==> config.mk <==
export PLATFORM = sky130hd
export DESIGN_NAME = i2c_config_chain_seq
export DESIGN_NICKNAME = d
export VERILOG_FILES = /design/src/rtl/i2c_config_chain_seq.sv
export SDC_FILE = /design/constraint.sdc
export NUM_CORES = 1
export LEC_CHECK = 0
export ABC_AREA = 1
export CAP_MARGIN = 20
export CORE_ASPECT_RATIO = 0.9
export CORE_MARGIN = 2
export CORE_UTILIZATION = 45
export DETAILED_ROUTE_END_ITERATION = 16
export PLACE_DENSITY = 0.65
export SLEW_MARGIN = 10
export SYNTH_ARGS = -nofsm -noshare
export SYNTH_HDL_FRONTEND = slang
export SYNTH_SLANG_ARGS = --single-unit
==> constraint.sdc <==
create_clock -name CLK_50 -period 1.8 [get_ports CLK_50]
set_input_delay 0.45 -clock CLK_50 [delete_from_list [all_inputs] [get_ports CLK_50]]
set_output_delay 0.45 -clock CLK_50 [all_outputs]
set_load 0.05 [all_outputs]
==> src/rtl/i2c_config_chain_seq.sv <==
// Ordered bring-up sequencer for a chain of I2C configuration engines: settle,
// launch, wait with timeout, bounded retry, and shared-SCL muxing of the active engine.
module i2c_config_chain_seq #(
  parameter int NUM_CH      = 3,
  parameter int CH_W        = 2,
  parameter int SETTLE_CYC  = 50000,
  parameter int TIMEOUT_CYC = 2500000,
  parameter int MAX_RETRY   = 3,
  parameter int AUTO_START  = 1
) (
  input  logic              CLK_50,
  input  logic              RESET,
  input  logic              START,
  output logic [NUM_CH-1:0] CH_START,
  input  logic [NUM_CH-1:0] CH_DONE,
  input  logic [NUM_CH-1:0] CH_ERR,
  input  logic [NUM_CH-1:0] CH_SCL_IN,
  output logic              BUS_SCL,
  output logic [NUM_CH-1:0] RELEASE,
  output logic              ALL_RELEASE,
  output logic              BUSY,
  output logic              FAIL,
  output logic [CH_W-1:0]   FAIL_CH,
  output logic [7:0]        ATTEMPTS
);
  typedef enum logic [2:0] {
    S_IDLE, S_SETTLE, S_LAUNCH, S_WAIT, S_DONE, S_FAIL
  } state_t;

  localparam int unsigned CNT_MAX = (SETTLE_CYC > TIMEOUT_CYC) ? SETTLE_CYC : TIMEOUT_CYC;
  localparam int unsigned CNT_W   = (CNT_MAX > 1) ? $clog2(CNT_MAX) : 1;
  localparam logic [CNT_W-1:0] SETTLE_LAST  = CNT_W'(SETTLE_CYC - 1);
  localparam logic [CNT_W-1:0] TIMEOUT_LAST = CNT_W'(TIMEOUT_CYC - 1);
  localparam logic [7:0]       RETRY_MAX    = 8'(MAX_RETRY);
  localparam logic [CH_W-1:0]  LAST_CH      = CH_W'(NUM_CH - 1);

  state_t            r_state, w_state;
  logic [CH_W-1:0]   r_ch, w_ch;
  logic [CNT_W-1:0]  r_cnt, w_cnt;
  logic [7:0]        r_retry, w_retry;
  logic [NUM_CH-1:0] r_release, w_release;
  logic [CH_W-1:0]   r_fail_ch, w_fail_ch;
  logic [7:0]        r_attempts, w_attempts;
  logic              r_first, w_first;
  logic              w_clear;
  logic              w_sel_done, w_sel_err, w_sel_scl;
  logic [NUM_CH-1:0] w_onehot;

  always_ff @(posedge CLK_50) begin
    if (RESET) begin
      r_state    <= S_IDLE;
      r_ch       <= '0;
      r_cnt      <= '0;
      r_retry    <= '0;
      r_release  <= '0;
      r_fail_ch  <= '0;
      r_attempts <= '0;
      r_first    <= 1'b1;
    end else begin
      r_state    <= w_state;
      r_ch       <= w_ch;
      r_cnt      <= w_cnt;
      r_retry    <= w_retry;
      r_release  <= w_release;
      r_fail_ch  <= w_fail_ch;
      r_attempts <= w_attempts;
      r_first    <= w_first;
    end
  end

  always_comb begin
    w_state    = r_state;
    w_ch       = r_ch;
    w_cnt      = r_cnt;
    w_retry    = r_retry;
    w_release  = r_release;
    w_fail_ch  = r_fail_ch;
    w_attempts = r_attempts;
    w_first    = r_first;
    w_clear    = 1'b0;
    w_sel_done = 1'b0;
    w_sel_err  = 1'b0;
    w_sel_scl  = 1'b1;
    w_onehot   = '0;

    // Only the active channel's inputs are visible to the FSM.
    for (int unsigned k = 0; k < NUM_CH; k++) begin
      if (r_ch == CH_W'(k)) begin
        w_onehot[k] = 1'b1;
        w_sel_done  = CH_DONE[k];
        w_sel_err   = CH_ERR[k];
        w_sel_scl   = CH_SCL_IN[k];
      end
    end

    case (r_state)
      S_IDLE: begin
        if (START || ((AUTO_START != 0) && r_first)) w_clear = 1'b1;
      end
      S_SETTLE: begin
        if (r_cnt == SETTLE_LAST) begin
          w_cnt   = '0;
          w_state = S_LAUNCH;
        end else begin
          w_cnt = r_cnt + CNT_W'(1);
        end
      end
      S_LAUNCH: begin
        if (r_attempts != 8'hFF) w_attempts = r_attempts + 8'd1;
        w_cnt   = '0;
        w_state = S_WAIT;
      end
      S_WAIT: begin
        if (w_sel_done) begin
          w_release = r_release | w_onehot;
          w_retry   = '0;
          w_cnt     = '0;
          if (r_ch == LAST_CH) begin
            w_state = S_DONE;
          end else begin
            w_ch    = r_ch + CH_W'(1);
            w_state = S_SETTLE;
          end
        end else if (w_sel_err || (r_cnt == TIMEOUT_LAST)) begin
          w_cnt = '0;
          if (r_retry < RETRY_MAX) begin
            w_retry = r_retry + 8'd1;
            w_state = S_SETTLE;
          end else begin
            w_fail_ch = r_ch;
            w_state   = S_FAIL;
          end
        end else begin
          w_cnt = r_cnt + CNT_W'(1);
        end
      end
      S_DONE, S_FAIL: begin
        if (START) w_clear = 1'b1;
      end
      default: w_state = S_IDLE;
    endcase

    if (w_clear) begin
      w_ch       = '0;
      w_cnt      = '0;
      w_retry    = '0;
      w_release  = '0;
      w_fail_ch  = '0;
      w_attempts = '0;
      w_first    = 1'b0;
      w_state    = S_SETTLE;
    end
  end

  assign CH_START    = (r_state == S_LAUNCH) ? w_onehot : '0;
  assign BUS_SCL     = ((r_state == S_LAUNCH) || (r_state == S_WAIT)) ? w_sel_scl : 1'b1;
  assign RELEASE     = r_release;
  assign ALL_RELEASE = (r_state == S_DONE);
  assign FAIL        = (r_state == S_FAIL);
  assign BUSY        = (r_state == S_SETTLE) || (r_state == S_LAUNCH) || (r_state == S_WAIT);
  assign FAIL_CH     = r_fail_ch;
  assign ATTEMPTS    = r_attempts;
endmodule

# --- Word-level counts from Yosys, hierarchy flattened ---
# Index checks and enable logic that the tools add are counted.
totals:
  regBits: 49
  word_cells: 85
classes:
  add_sub_neg: 4
  magnitude_cmp: 1
  eq_ne: 15
  mux: 31
  n_bitwise: 5
  reduce_logical: 20
op_table:
  columns: ["operator", "n"]
  rows:
  - ["2-to-1 mux 22 bit", 3]
  - ["case mux 22 bit (3 select lines)", 1]
  - ["2-to-1 mux 8 bit", 3]
  - ["adder 22 x 1 -> 22 bit, second input constant", 1]
  - ["equality test 22 x 16 -> 1 bit, second input constant", 1]
  - ["equality test 22 bit, second input constant", 1]
  - ["2-to-1 mux 3 bit", 6]
  - ["adder 8 x 1 -> 8 bit, second input constant", 2]
  - ["2-to-1 mux 1 bit", 16]
  - ["case mux 3 bit (4 select lines)", 1]
  - ["AND reduction 3 bit", 4]
  - ["less-than comparator 8 x 2 -> 1 bit, second input constant", 1]
  - ["!= test 8 bit, second input constant", 1]
  - ["equality test 3 x 2 -> 1 bit, second input constant", 2]
  - ["equality test 3 bit, second input constant", 2]
  - ["!= test 3 bit, second input constant", 2]
  - ["logical OR 1 bit", 5]
  - ["!= test 4 bit, second input constant", 1]
  - ["inverter 1 bit", 4]
  - ["AND reduction 2 bit", 2]
  - ["AND reduction 4 bit", 1]
  - ["nonzero test 2 bit", 2]
  - ["OR reduction 2 bit", 2]
  - ["equality test 3 x 1 -> 1 bit, second input constant", 1]
  - ["other kinds (11)", 11]

# --- Depth between registers and ports, before layout ---
depth:
  depth_word: 9
  ltp_mapped: 13
  mapped_depth_nobuf: 13

# --- Least setup slack after synthesis ---
# OpenSTA, ideal clock, no wires.
synth_path:
  kind: "flip-flop to output port"
  start: "register r_state[0]"
  end: "output FAIL"
  t_arrival_ns: 1.686
  t_required_ns: 1.350
  path_slack_ns: -0.336
  stages_incl_launch_ff: 3
  path_buffers: 0
  path_cell_list: "dfxtp_1 > inv_1 > nor3_1"
synth_via:
  elab_chain_len: 1
synth_rtl:
  columns: ["item", "line_no", "source"]
  rows:
  - ["start: declaration", "37", "state_t r_state, w_state;"]
  - ["start signal: assignment", "60", "r_state <= w_state;"]
  - ["equality test 3 bit", "159", "assign FAIL = (r_state == S_FAIL);"]
  - ["end: declaration", "22", "output logic FAIL,"]
# No other way between the ends.

# --- Final worst setup path ---
layout_path:
  start: "register r_ch[1]"
  end: "output BUS_SCL"
layout_via:
  elab_chain_len: 5
  elab_cells_between_ends: 7
  classes_between: "2 x eq/ne; 4 x mux; 1 x reduce/logical"
layout_rtl:
  columns: ["item", "line_no", "source"]
  rows:
  - ["start: declaration", "38", "logic [CH_W-1:0] r_ch, w_ch;"]
  - ["start signal: assignment", "61", "r_ch <= w_ch;"]
  - ["logical NOT 2 bit", "88", "if (r_ch == CH_W'(k)) begin"]
  - ["2-to-1 mux 1 bit (2 in series)", "88", null]
  - ["2-to-1 mux 1 bit *", "88", null]
  - ["2-to-1 mux 1 bit *", "156", "assign BUS_SCL = ((r_state == S_LAUNCH) || (r_state == S_WAIT)) ? w_sel_scl : 1'b1;"]
  - ["end: declaration", "18", "output logic BUS_SCL,"]
# Mark *: on every way between the ends. The rest lies on a longest branch, timed or not.

==> results.md <==
* Later-pin clock latency in the skew report at 0.31 ns
* Reg-to-Reg Start: r_ch[1]
* Min cycle time layout at 1.84 ns
* Most used DFF post-synth: dfxtp_1
* Crit path DAT at 1.39 ns
* Worst path depth at 6
* Vias in the first global route at 2,287
* Initial antenna violation count at 0
* Largest net degree at the start of global routing at 20
* First-pass GRT wire length at 10,400 um
* Die extent in y at 77.4 um
* Worst hold stages at 2
* Final instance area at 3720 um2
* Tot GR Track Use at 19.3%
* R2R depth at 10
* Starting Density at 47.0%
* Setup WS post-layout at -0.0358 ns
* Synth Cell Area at 2690 um2
* Syn Area/Cell at 7.03 um2
* Commonest cells in the synthesized netlist: nand2_1 (74), nor2_1 (69), dfxtp_1 (49)
* Worst-path clk slew at 0.09 ns
* Net Count, Synth at 401
* Share of layout cells above drive strength 1 at 29.4%
* Crit end category: output pin
* Dpl hpwl at 4500 um
* Unrepaired setup endpoints after global routing: true
* CP required at 1.35 ns
* Leading area contributor after synthesis: dfxtp_1
* Critical path's top delay family: buffers and inverters
* Run status: complete, but fails checks
* Worst Max-Slew Pin Slew at 0.358 ns
* Worst IR Drop VDD at 0.839 mV
* CTS tree: yes
* Crit path buf inv count at 3
* CP Capture Point: BUS_SCL
* Failing checks: negative setup slack
* I/O pin count at 32
* CP Class: flip-flop to output pin
* Share of the synthesized area in the top cell type at 36.4%
* Area growth from synthesis to layout at 38.2%
* CTS Buffer Depth at 2
* Min-delay src: r_retry[6]
* # DRC at 0
* Fin. max-slew vios at 0
* Vias per cell at 4.96
* Sum of negative setup slack at -0.0358 ns
* PwrDens at 888 nW/um2
* Crit path from: r_ch[1]
* Final wirelength at 6360 um
* Nets at 466
* EDFF count, synth at 0
* CP max stage delay at 0.35 ns
* Die width at 85.5 um
* Post-DR wirelength/cell at 12.3 um
* Critical-path top delay cell: dfxtp_2
* First-pass DRT Iterations at 4
* Overflow after GRT at 0
* First DRT Iteration DRCs at 130
* Critical-path cell list: buf_4 > ha_4 > inv_4 > o221ai_2 > nand2_1 > buf_12
* Post-route ant nets at 0
* Port Buffer Count at 31
* #FFs+latches synth at 49
* RePlAce Congestion at 0.914
* Placed inst area at 3210 um2
* Seq/Total Area, Yosys at 36.4%
* Final Hold Fails at 0
* Unique masters post-synth at 40
* Total power at 3300 uW
* Pre-CTS WS at -0.205 ns
* Fmax at 545 MHz
* Top post-synthesis cells by area: dfxtp_1 (36%), nand2_1 (10%), nor2_1 (9.6%)
* Worst flop-to-flop path endpoint: r_state[2]
* Worst Skew at 0.00362 ns
* R2r setup slk at 0.03 ns
* Clk sink count at 49
* Leakage at 0.00150 uW
* Setup violations, final at 1
* Diode count at 0
* CP Max Fanout at 5
* Final Core Density at 65.0%
* Rel. slew slack at 76.0%
* CTS Root Cell: clkbuf_8
* Worst Setup Start Kind: flip-flop
* Full die area at 6620 um2
* H-tree levels at 2
* Most common cell in the netlist: nand2_1
* Placement Rows at 26
* Fraction of registers with async set/reset at 0%
* Via count at 2,576
* Synth warn at 0
* Worst Hold Class: flip-flop to flip-flop
* MaxCap Viol Count at 0
* CTS Buf Count at 5
* Core area at 5730 um2
* Cell count after synthesis at 383
* Final Cycle Share at 102%
==> registers in the layout, summed over array words and instances, names as in the netlist <==
signal    flops
ATTEMPTS      8
r_retry       8
r_cnt        22
r_ch          2
r_state       3
FAIL_CH       2
RELEASE       3
r_first       1
==> logic make-up after synthesis <==
group	share of synthesized area, %
compound gates	10.0
simple gates	38.8
buf+inv	8.36
xor+xnor	3.58
fa+ha+maj	2.79
flops	36.4
==> power by group <==
part	leakage [uW]	switching [uW]	internal, uW
sequential	0.000400	59.7	1130
combinational	0.00103	720	462
clock	0.0000681	382	552
==> what timing repair did <==
action | CTS | global route
cloned | 0 | 2
hold buffers | 0 | 0
pin swaps | 4 | 14
endpoints found under the setup margin | 28 | 39
endpoints found under the hold margin | 0 | 0
buffers inserted | 4 | 11
gates resized for setup | 29 | 31
==> worst reg2reg max path, delay by kind of cell, from the launching register on <==
kind                       cells  cell delay, ns
adders and majority gates      1            0.17
DFF                            1            0.36
buffers and inverters          3            0.37
AOI/OAI and AO/OA              2            0.28
and+or+nand+nor                4            0.48
==> metrics by stage <==
stage	instances	hold WS [ns]
finish	519	0.443
global route	519	0.463
global placement	494	0.429
floorplan	383	0.418
detailed placement	494	0.433
CTS	506	0.447
==> placed cells by master, fill, tap and decap left out, types with 4 or more instances in the layout <==
cell type	synthesis	layout
xor2_1	7	7
clkdlybuf4s50_1	0	11
a21oi_1	24	21
dfxtp_1	49	42
nand2_1	74	70
nor2_1	69	61
nor2_2	2	5
nand3_1	22	20
inv_2	7	7
nand2_2	6	6
inv_1	44	39
dfxtp_2	0	4
nand4_1	4	4
a21oi_2	3	4
xnor2_1	4	4
nand2_4	2	4
nor3_1	15	11
inv_4	0	4
o21ai_1	4	4
buf_12	0	7
buf_4	1	42
nand2_8	0	4
o21ai_0	10	10
nor2_4	4	9
clkbuf_8	0	5
==> worst min-delay path by stage <==
stage                      end  slack [ns]
floorplan           r_retry[6]        0.42
global placement    r_retry[2]        0.43
detailed placement  r_retry[3]        0.43
CTS                 r_retry[6]        0.45
global route        r_retry[7]        0.46
finish              r_retry[6]        0.44
==> layout make-up <==
class	instances	area [um2]
inverter	52	210
sequential	49	997
multi-input combinational	280	1730
clock buffer	5	68.8
timing repair buffer	60	566
fill	473	2010
clock inverter	3	65.1
tap	70	87.6
==> per-layer routing <==
layer / part of all wire [%] / global-route usage, % / vias to the layer above / wire length [um]
met5: 0 / 0 / - / 0
met4: 1.1 / 5.71 / 0 / 70
met3: 3.7 / 4.26 / 8 / 235
met2: 47 / 29.4 / 46 / 2980
met1: 48 / 27.2 / 1171 / 3070
li1: - / - / 1351 / -
Power figures use the tool's default switching activity.
